### config.mk
export PLATFORM = sky130hd
export DESIGN_NAME = mixer_sequencer_flat
export DESIGN_NICKNAME = d
export VERILOG_FILES = /design/src/rtl/mixer_sequencer_if.sv /design/src/rtl/mixer_sequencer.sv /design/src/flat_wrapper.sv
export SDC_FILE = /design/constraint.sdc
export NUM_CORES = 1
export LEC_CHECK = 0
export CAP_MARGIN = 20
export CORE_UTILIZATION = 30
export CTS_BUF_LIST = sky130_fd_sc_hd__clkbuf_2 sky130_fd_sc_hd__clkbuf_4 sky130_fd_sc_hd__clkbuf_8
export DETAILED_ROUTE_END_ITERATION = 7
export GPL_ROUTABILITY_DRIVEN = 0
export PLACE_DENSITY = 0.59
export SYNTH_ARGS = -nofsm -noshare
export SYNTH_HDL_FRONTEND = slang
export SYNTH_SLANG_ARGS = --single-unit
### constraint.sdc
create_clock -name clk -period 3.05 [get_ports clk]
set_input_delay 0.305 -clock clk [delete_from_list [all_inputs] [get_ports clk]]
set_output_delay 0.305 -clock clk [all_outputs]
set_load 0.02 [all_outputs]
### src/rtl/mixer_sequencer_if.sv
// rtl/mixer_sequencer_if.sv - oscillator handshake and mixer sample bus between sequencer and datapath
interface mixer_sequencer_if;
    logic       osc_1_req;
    logic       osc_2_req;
    logic       osc_1_ack;
    logic       osc_2_ack;
    logic [7:0] osc_1_data;
    logic [7:0] osc_2_data;
    logic [7:0] sample;
    logic       sample_1_load;
    logic       sample_2_load;
    logic       execute;
    logic       frame_done;

    modport master (
        output osc_1_req,
        output osc_2_req,
        input  osc_1_ack,
        input  osc_2_ack,
        input  osc_1_data,
        input  osc_2_data,
        output sample,
        output sample_1_load,
        output sample_2_load,
        output execute,
        output frame_done
    );

    modport slave (
        input  osc_1_req,
        input  osc_2_req,
        output osc_1_ack,
        output osc_2_ack,
        output osc_1_data,
        output osc_2_data,
        input  sample,
        input  sample_1_load,
        input  sample_2_load,
        input  execute,
        input  frame_done
    );
endinterface

### src/rtl/mixer_sequencer.sv
// rtl/mixer_sequencer.sv - per-tick frame sequencer: fetch two oscillator samples, load mixer, execute
module mixer_sequencer #(
    parameter int unsigned TIMEOUT = 15
) (
    input  logic              clk,
    input  logic              rst_n,
    input  logic              enable,
    input  logic              sample_tick,
    input  logic              clear_flags,
    input  logic [2:0]        level_1,
    input  logic [2:0]        level_2,
    output logic [2:0]        sample_1_level,
    output logic [2:0]        sample_2_level,
    output logic              busy,
    output logic              overrun,
    output logic              timeout_1,
    output logic              timeout_2,
    mixer_sequencer_if.master bus
);

    typedef enum logic [2:0] {
        IDLE  = 3'd0,
        REQ1  = 3'd1,
        LOAD1 = 3'd2,
        REQ2  = 3'd3,
        LOAD2 = 3'd4,
        EXEC  = 3'd5,
        DONE  = 3'd6
    } state_t;

    localparam logic [7:0] TIMEOUT_CNT = 8'(TIMEOUT);
    localparam logic [2:0] LEVEL_MAX   = 3'd5;

    state_t     state;
    state_t     state_n;
    logic [7:0] wait_cnt;
    logic [7:0] wait_cnt_n;
    logic [7:0] hold_1;
    logic [7:0] hold_1_n;
    logic [7:0] hold_2;
    logic [7:0] hold_2_n;
    logic       accept;
    logic       set_overrun;
    logic       set_timeout_1;
    logic       set_timeout_2;

    function automatic logic [2:0] clamp_level(input logic [2:0] level);
        return (level > LEVEL_MAX) ? LEVEL_MAX : level;
    endfunction

    always_ff @(posedge clk or negedge rst_n) begin
        if (!rst_n) begin
            state <= IDLE;
        end else begin
            state <= state_n;
        end
    end

    always_comb begin
        state_n       = state;
        wait_cnt_n    = wait_cnt;
        hold_1_n      = hold_1;
        hold_2_n      = hold_2;
        accept        = 1'b0;
        set_timeout_1 = 1'b0;
        set_timeout_2 = 1'b0;
        // Ticks while a frame is in flight are dropped and only flagged.
        set_overrun   = enable && sample_tick && (state != IDLE);

        case (state)
            IDLE: begin
                if (enable && sample_tick) begin
                    accept     = 1'b1;
                    wait_cnt_n = 8'd0;
                    state_n    = REQ1;
                end
            end
            REQ1: begin
                if (bus.osc_1_ack) begin
                    hold_1_n = bus.osc_1_data;
                    state_n  = LOAD1;
                end else if (wait_cnt == TIMEOUT_CNT) begin
                    set_timeout_1 = 1'b1;
                    state_n       = LOAD1;
                end else if (wait_cnt < TIMEOUT_CNT) begin
                    wait_cnt_n = wait_cnt + 8'd1;
                end
            end
            LOAD1: begin
                wait_cnt_n = 8'd0;
                state_n    = REQ2;
            end
            REQ2: begin
                if (bus.osc_2_ack) begin
                    hold_2_n = bus.osc_2_data;
                    state_n  = LOAD2;
                end else if (wait_cnt == TIMEOUT_CNT) begin
                    set_timeout_2 = 1'b1;
                    state_n       = LOAD2;
                end else if (wait_cnt < TIMEOUT_CNT) begin
                    wait_cnt_n = wait_cnt + 8'd1;
                end
            end
            LOAD2:   state_n = EXEC;
            EXEC:    state_n = DONE;
            DONE:    state_n = IDLE;
            default: state_n = IDLE;
        endcase
    end

    // Outputs are decoded from the next state so every strobe is a clean register.
    always_ff @(posedge clk or negedge rst_n) begin
        if (!rst_n) begin
            wait_cnt          <= 8'd0;
            hold_1            <= 8'd0;
            hold_2            <= 8'd0;
            bus.osc_1_req     <= 1'b0;
            bus.osc_2_req     <= 1'b0;
            bus.sample        <= 8'd0;
            bus.sample_1_load <= 1'b0;
            bus.sample_2_load <= 1'b0;
            bus.execute       <= 1'b0;
            bus.frame_done    <= 1'b0;
            busy              <= 1'b0;
            sample_1_level    <= 3'd0;
            sample_2_level    <= 3'd0;
            overrun           <= 1'b0;
            timeout_1         <= 1'b0;
            timeout_2         <= 1'b0;
        end else begin
            wait_cnt          <= wait_cnt_n;
            hold_1            <= hold_1_n;
            hold_2            <= hold_2_n;
            bus.osc_1_req     <= (state_n == REQ1);
            bus.osc_2_req     <= (state_n == REQ2);
            bus.sample_1_load <= (state_n == LOAD1);
            bus.sample_2_load <= (state_n == LOAD2);
            bus.execute       <= (state_n == EXEC);
            bus.frame_done    <= (state_n == DONE);
            busy              <= (state_n != IDLE);

            if (state_n == LOAD1) begin
                bus.sample <= hold_1_n;
            end else if (state_n == LOAD2) begin
                bus.sample <= hold_2_n;
            end

            if (accept) begin
                sample_1_level <= clamp_level(level_1);
                sample_2_level <= clamp_level(level_2);
            end

            // A set in the same cycle as a clear takes priority.
            overrun   <= set_overrun   | (overrun   & ~clear_flags);
            timeout_1 <= set_timeout_1 | (timeout_1 & ~clear_flags);
            timeout_2 <= set_timeout_2 | (timeout_2 & ~clear_flags);
        end
    end

endmodule
### src/flat_wrapper.sv
// flat-port wrapper written by rule: the top's interface ports become plain ports
module mixer_sequencer_flat 
#(
    parameter int unsigned TIMEOUT = 15
)
  (clk, rst_n, enable, sample_tick, clear_flags, level_1, level_2, sample_1_level, sample_2_level, busy, overrun, timeout_1, timeout_2, bus_osc_1_req, bus_osc_2_req, bus_osc_1_ack, bus_osc_2_ack, bus_osc_1_data, bus_osc_2_data, bus_sample, bus_sample_1_load, bus_sample_2_load, bus_execute, bus_frame_done);
  mixer_sequencer_if bus_i ();
  input  logic clk;
  input  logic rst_n;
  input  logic enable;
  input  logic sample_tick;
  input  logic clear_flags;
  input  logic [2:0] level_1;
  input  logic [2:0] level_2;
  output logic [2:0] sample_1_level;
  output logic [2:0] sample_2_level;
  output logic busy;
  output logic overrun;
  output logic timeout_1;
  output logic timeout_2;
  output wire logic [$bits(bus_i.osc_1_req)-1:0] bus_osc_1_req;
  output wire logic [$bits(bus_i.osc_2_req)-1:0] bus_osc_2_req;
  input wire logic [$bits(bus_i.osc_1_ack)-1:0] bus_osc_1_ack;
  input wire logic [$bits(bus_i.osc_2_ack)-1:0] bus_osc_2_ack;
  input wire logic [$bits(bus_i.osc_1_data)-1:0] bus_osc_1_data;
  input wire logic [$bits(bus_i.osc_2_data)-1:0] bus_osc_2_data;
  output wire logic [$bits(bus_i.sample)-1:0] bus_sample;
  output wire logic [$bits(bus_i.sample_1_load)-1:0] bus_sample_1_load;
  output wire logic [$bits(bus_i.sample_2_load)-1:0] bus_sample_2_load;
  output wire logic [$bits(bus_i.execute)-1:0] bus_execute;
  output wire logic [$bits(bus_i.frame_done)-1:0] bus_frame_done;
  assign bus_osc_1_req = bus_i.osc_1_req;
  assign bus_osc_2_req = bus_i.osc_2_req;
  assign bus_i.osc_1_ack = bus_osc_1_ack;
  assign bus_i.osc_2_ack = bus_osc_2_ack;
  assign bus_i.osc_1_data = bus_osc_1_data;
  assign bus_i.osc_2_data = bus_osc_2_data;
  assign bus_sample = bus_i.sample;
  assign bus_sample_1_load = bus_i.sample_1_load;
  assign bus_sample_2_load = bus_i.sample_2_load;
  assign bus_execute = bus_i.execute;
  assign bus_frame_done = bus_i.frame_done;
  mixer_sequencer #(.TIMEOUT(TIMEOUT)) u_core (.clk(clk), .rst_n(rst_n), .enable(enable), .sample_tick(sample_tick), .clear_flags(clear_flags), .level_1(level_1), .level_2(level_2), .sample_1_level(sample_1_level), .sample_2_level(sample_2_level), .busy(busy), .overrun(overrun), .timeout_1(timeout_1), .timeout_2(timeout_2), .bus(bus_i));
endmodule
==> run_results.csv <==
group,metric,value,unit
run_status,outcome,"finished, final reports clean",
cells_and_area,antenna_cells,0,
logic_synthesis,syn_area,2190,um2
cells_and_area,fillers,702,
cells_and_area,fin_cells,343,
placement,hpwl,3190,um
critical_path,path_cells,"nor2b_1 -> nand3_1 -> mux2i_1 -> o211ai_1",
critical_path,r2r_end,"u_core.bus.sample[0]",
run,cap_violations,0,
detailed_routing,drt_wl_total,4540,um
die,die_w,87.4,um
clocking,holdBufCountCts,0,
cells_and_area,finish.utilization,42.2,%
logic_synthesis,postSynthAreaPerCell,11.5,um2
clocking,htree_levels,2,
grt,grt_usage,13.2,%
clocking,cts.reportedPaths.clkPinSlew,0.08,ns
detailed_routing,drt_pass1_iterations,4,
pwr,p_per_area,871,nW/um2
logic_synthesis,async_flop_share,100,%
die,die_area,7640,um2
cells_and_area,final_cell_mix,"51 x clkdlybuf4s50_1, 51 x dfrtp_1, 16 x inv_1, 13 x o21ai_0, 11 x mux2_2",
logic_synthesis,yosys_warnings,0,
detailed_routing,drt_iter0_markers,80,
grt,grt_max_degree,37,
clocking,cts.sinks,51,
hold_path,min_path_type,"in -> async",
die,rows,30,
grt,grt_pass1_vias,1522,
critical_path,slowest_delay,0.65,ns
clocking,postCtsSetupRepairBufs,0,
clocking,cts_tree,"yes",
clocking,insertion_delay,0.30,ns
grt,grt-ovfl-total,0,
clocking,ctsResizeCount,0,
logic_synthesis,synth_ff_type,"dfrtp_1",
sta,timing.slew.headroom,48.5,%
die,die-height,87.4,um
logic_synthesis,syn_nets,220,
sta,fin_tns_setup,0,ns
sta,finalCritPeriodShare,67.7,%
sta,hold_viol,0,
logic_synthesis,synth_edf_count,0,
critical_path,crit_path_max_fanout,14,
critical_path,critPathLaunchType,"register",
cells_and_area,drive_above_1_share,12.6,%
logic_synthesis,synth-seq-cells,51,
clocking,cts_buffers,5,
grt,grt_pass1_wl,7620,um
sta,skew,0.00504,ns
sta,timing.fmax,484,MHz
sta,grt_setup_unrepaired,"no",
sta,setup_violations,0,
logic_synthesis,synth_cells,190,
die,core,6910,um2
critical_path,critPathKind,"reg -> reg",
placement,io_buffers,52,
cells_and_area,final_nets,276,
clocking,cts-root-buf,"clkbuf_8",
placement,placedCellCount,335,
detailed_routing,drc,0,
detailed_routing,drt-wirelength-per-cell,13.2,um
sta,fin_crit,2.07,ns
detailed_routing,via_per_inst,4.75,
critical_path,slowest_stage,"dfrtp_1",
detailed_routing,antenna_left,0,
detailed_routing,vias,1629,
critical_path,ff2ff_path_depth,4,
critical_path,r2r_start,"u_core.state[1]",
logic_synthesis,synth_cell_type_count,38,
critical_path,arrival,2.25,ns
die,initial_core_util,31.7,%
pwr,peakVddDrop,0.362,mV
cells_and_area,synthToLayoutAreaGrowth,33.2,%
sta,worstMarginPinSlew,0.772,ns
die,ioPinCount,53,
critical_path,r2r_slack,0.98,ns
grt,antenna_found_initial,0,
critical_path,end_kind,"register",
critical_path,critPathRequiredTime,3.23,ns
logic_synthesis,yosysSeqAreaShare,58.4,%
clocking,clockBufferDepth,2,
pwr,p_leak,1.30,nW
sta,slew_violations,0,
## flip-flops by register name, indices dropped and copies added, names as in the netlist, 3 cells and up
name	count
u_core.sample_2_level	3
u_core.hold_2	8
u_core.wait_cnt	8
u_core.hold_1	8
u_core.sample_1_level	3
u_core.bus.sample	8
u_core.state	3
## cells by family after synthesis
family | Yosys count | synth area share [%]
compound gates | 50 | 15.2
fa+ha+maj | 1 | 0.572
buf+inv | 24 | 4.40
flops | 51 | 58.4
mux | 20 | 9.78
simple gates | 44 | 11.7
## metal layers
layer  vias up  GRT usage, %  routed length [um]
met5         -             0                   0
li1        796             -                   -
met1       776          19.6                2270
met3         6          4.36                 289
met2        51          18.3                1950
met4         0          3.43                  36
## where the power goes
| part | switching, W | total [W] | internal [W] |
|---|---|---|---|
| sequential | 0.000172 | 0.00112 | 0.000943 |
| combinational | 0.000535 | 0.00103 | 0.000499 |
| clock | 0.000209 | 0.000388 | 0.000179 |
| total | 0.000917 | 0.00254 | 0.00162 |
## synth_stat cells, types with 2 or more instances
cell type / n / share of area (%)
mux2_2: 11 / 5.7
clkbuf_1: 4 / 0.69
nand2b_1: 3 / 0.86
a32oi_1: 8 / 3.2
nand3b_1: 2 / 0.69
mux2i_1: 9 / 4.1
a31oi_1: 3 / 0.86
o21a_1: 2 / 0.69
nand2_1: 6 / 1.0
buf_2: 2 / 0.46
dfrtp_1: 51 / 58
and2_1: 5 / 1.4
o31ai_1: 3 / 1.0
o21ai_0: 13 / 3.0
nor2_1: 8 / 1.4
o211ai_1: 8 / 2.7
inv_1: 16 / 2.7
nor2b_1: 3 / 0.86
a21oi_1: 7 / 1.6
or4_4: 2 / 1.0
nand3_1: 5 / 1.1
nor3_1: 3 / 0.69
## per-stage QoR
stage / setup slack [ns] / total power (W) / hold slack [ns] / cell area [um2]
CTS: 0.972 / 0.00257 / 0.0958 / 2910
global route: 0.771 / 0.00273 / 0.139 / 2910
detailed placement: 0.912 / 0.00217 / 0.427 / 2820
global placement: 0.970 / 0.00215 / 0.442 / 2820
floorplan: 1.24 / 0.00174 / 0.00941 / 2190
finish: 0.984 / 0.00254 / 0.0701 / 2910
## layout make-up
type | count | area (um2) | area share [%]
Clock buffer | 7 | 83.8 | 2.88
Sequential cell | 51 | 1280 | 43.8
Multi-Input combinational cell | 115 | 815 | 28.0
Clock inverter | 1 | 5.00 | 0.172
Tap cell | 96 | 120 | 4.12
Timing Repair Buffer | 57 | 553 | 19.0
Inverter | 16 | 60.1 | 2.06
## how the worst max path moves through the flow
stage	cells after the start	slack [ns]	to	startpoint
2_1_floorplan	5	1.24	u_core.hold_1[0]	u_core.state[2]
5_1_grt	4	0.77	u_core.bus.sample[4]	u_core.state[0]
3_3_place_gp	5	0.97	u_core.bus.sample[2]	bus_osc_1_ack
4_1_cts	4	0.97	u_core.bus.sample[0]	u_core.state[1]
6_report	4	0.98	u_core.bus.sample[0]	u_core.state[1]
3_5_place_dp	5	0.91	u_core.bus.sample[4]	bus_osc_1_ack
## worst max-delay path: cells and delay by family (launching register included)
family             cells  cell delay (ns)
DFF                    1             0.65
muxes                  1             0.39
and+or+nand+nor        2             0.79
AOI/OAI and AO/OA      1             0.11
Power figures use the tool's default switching activity.
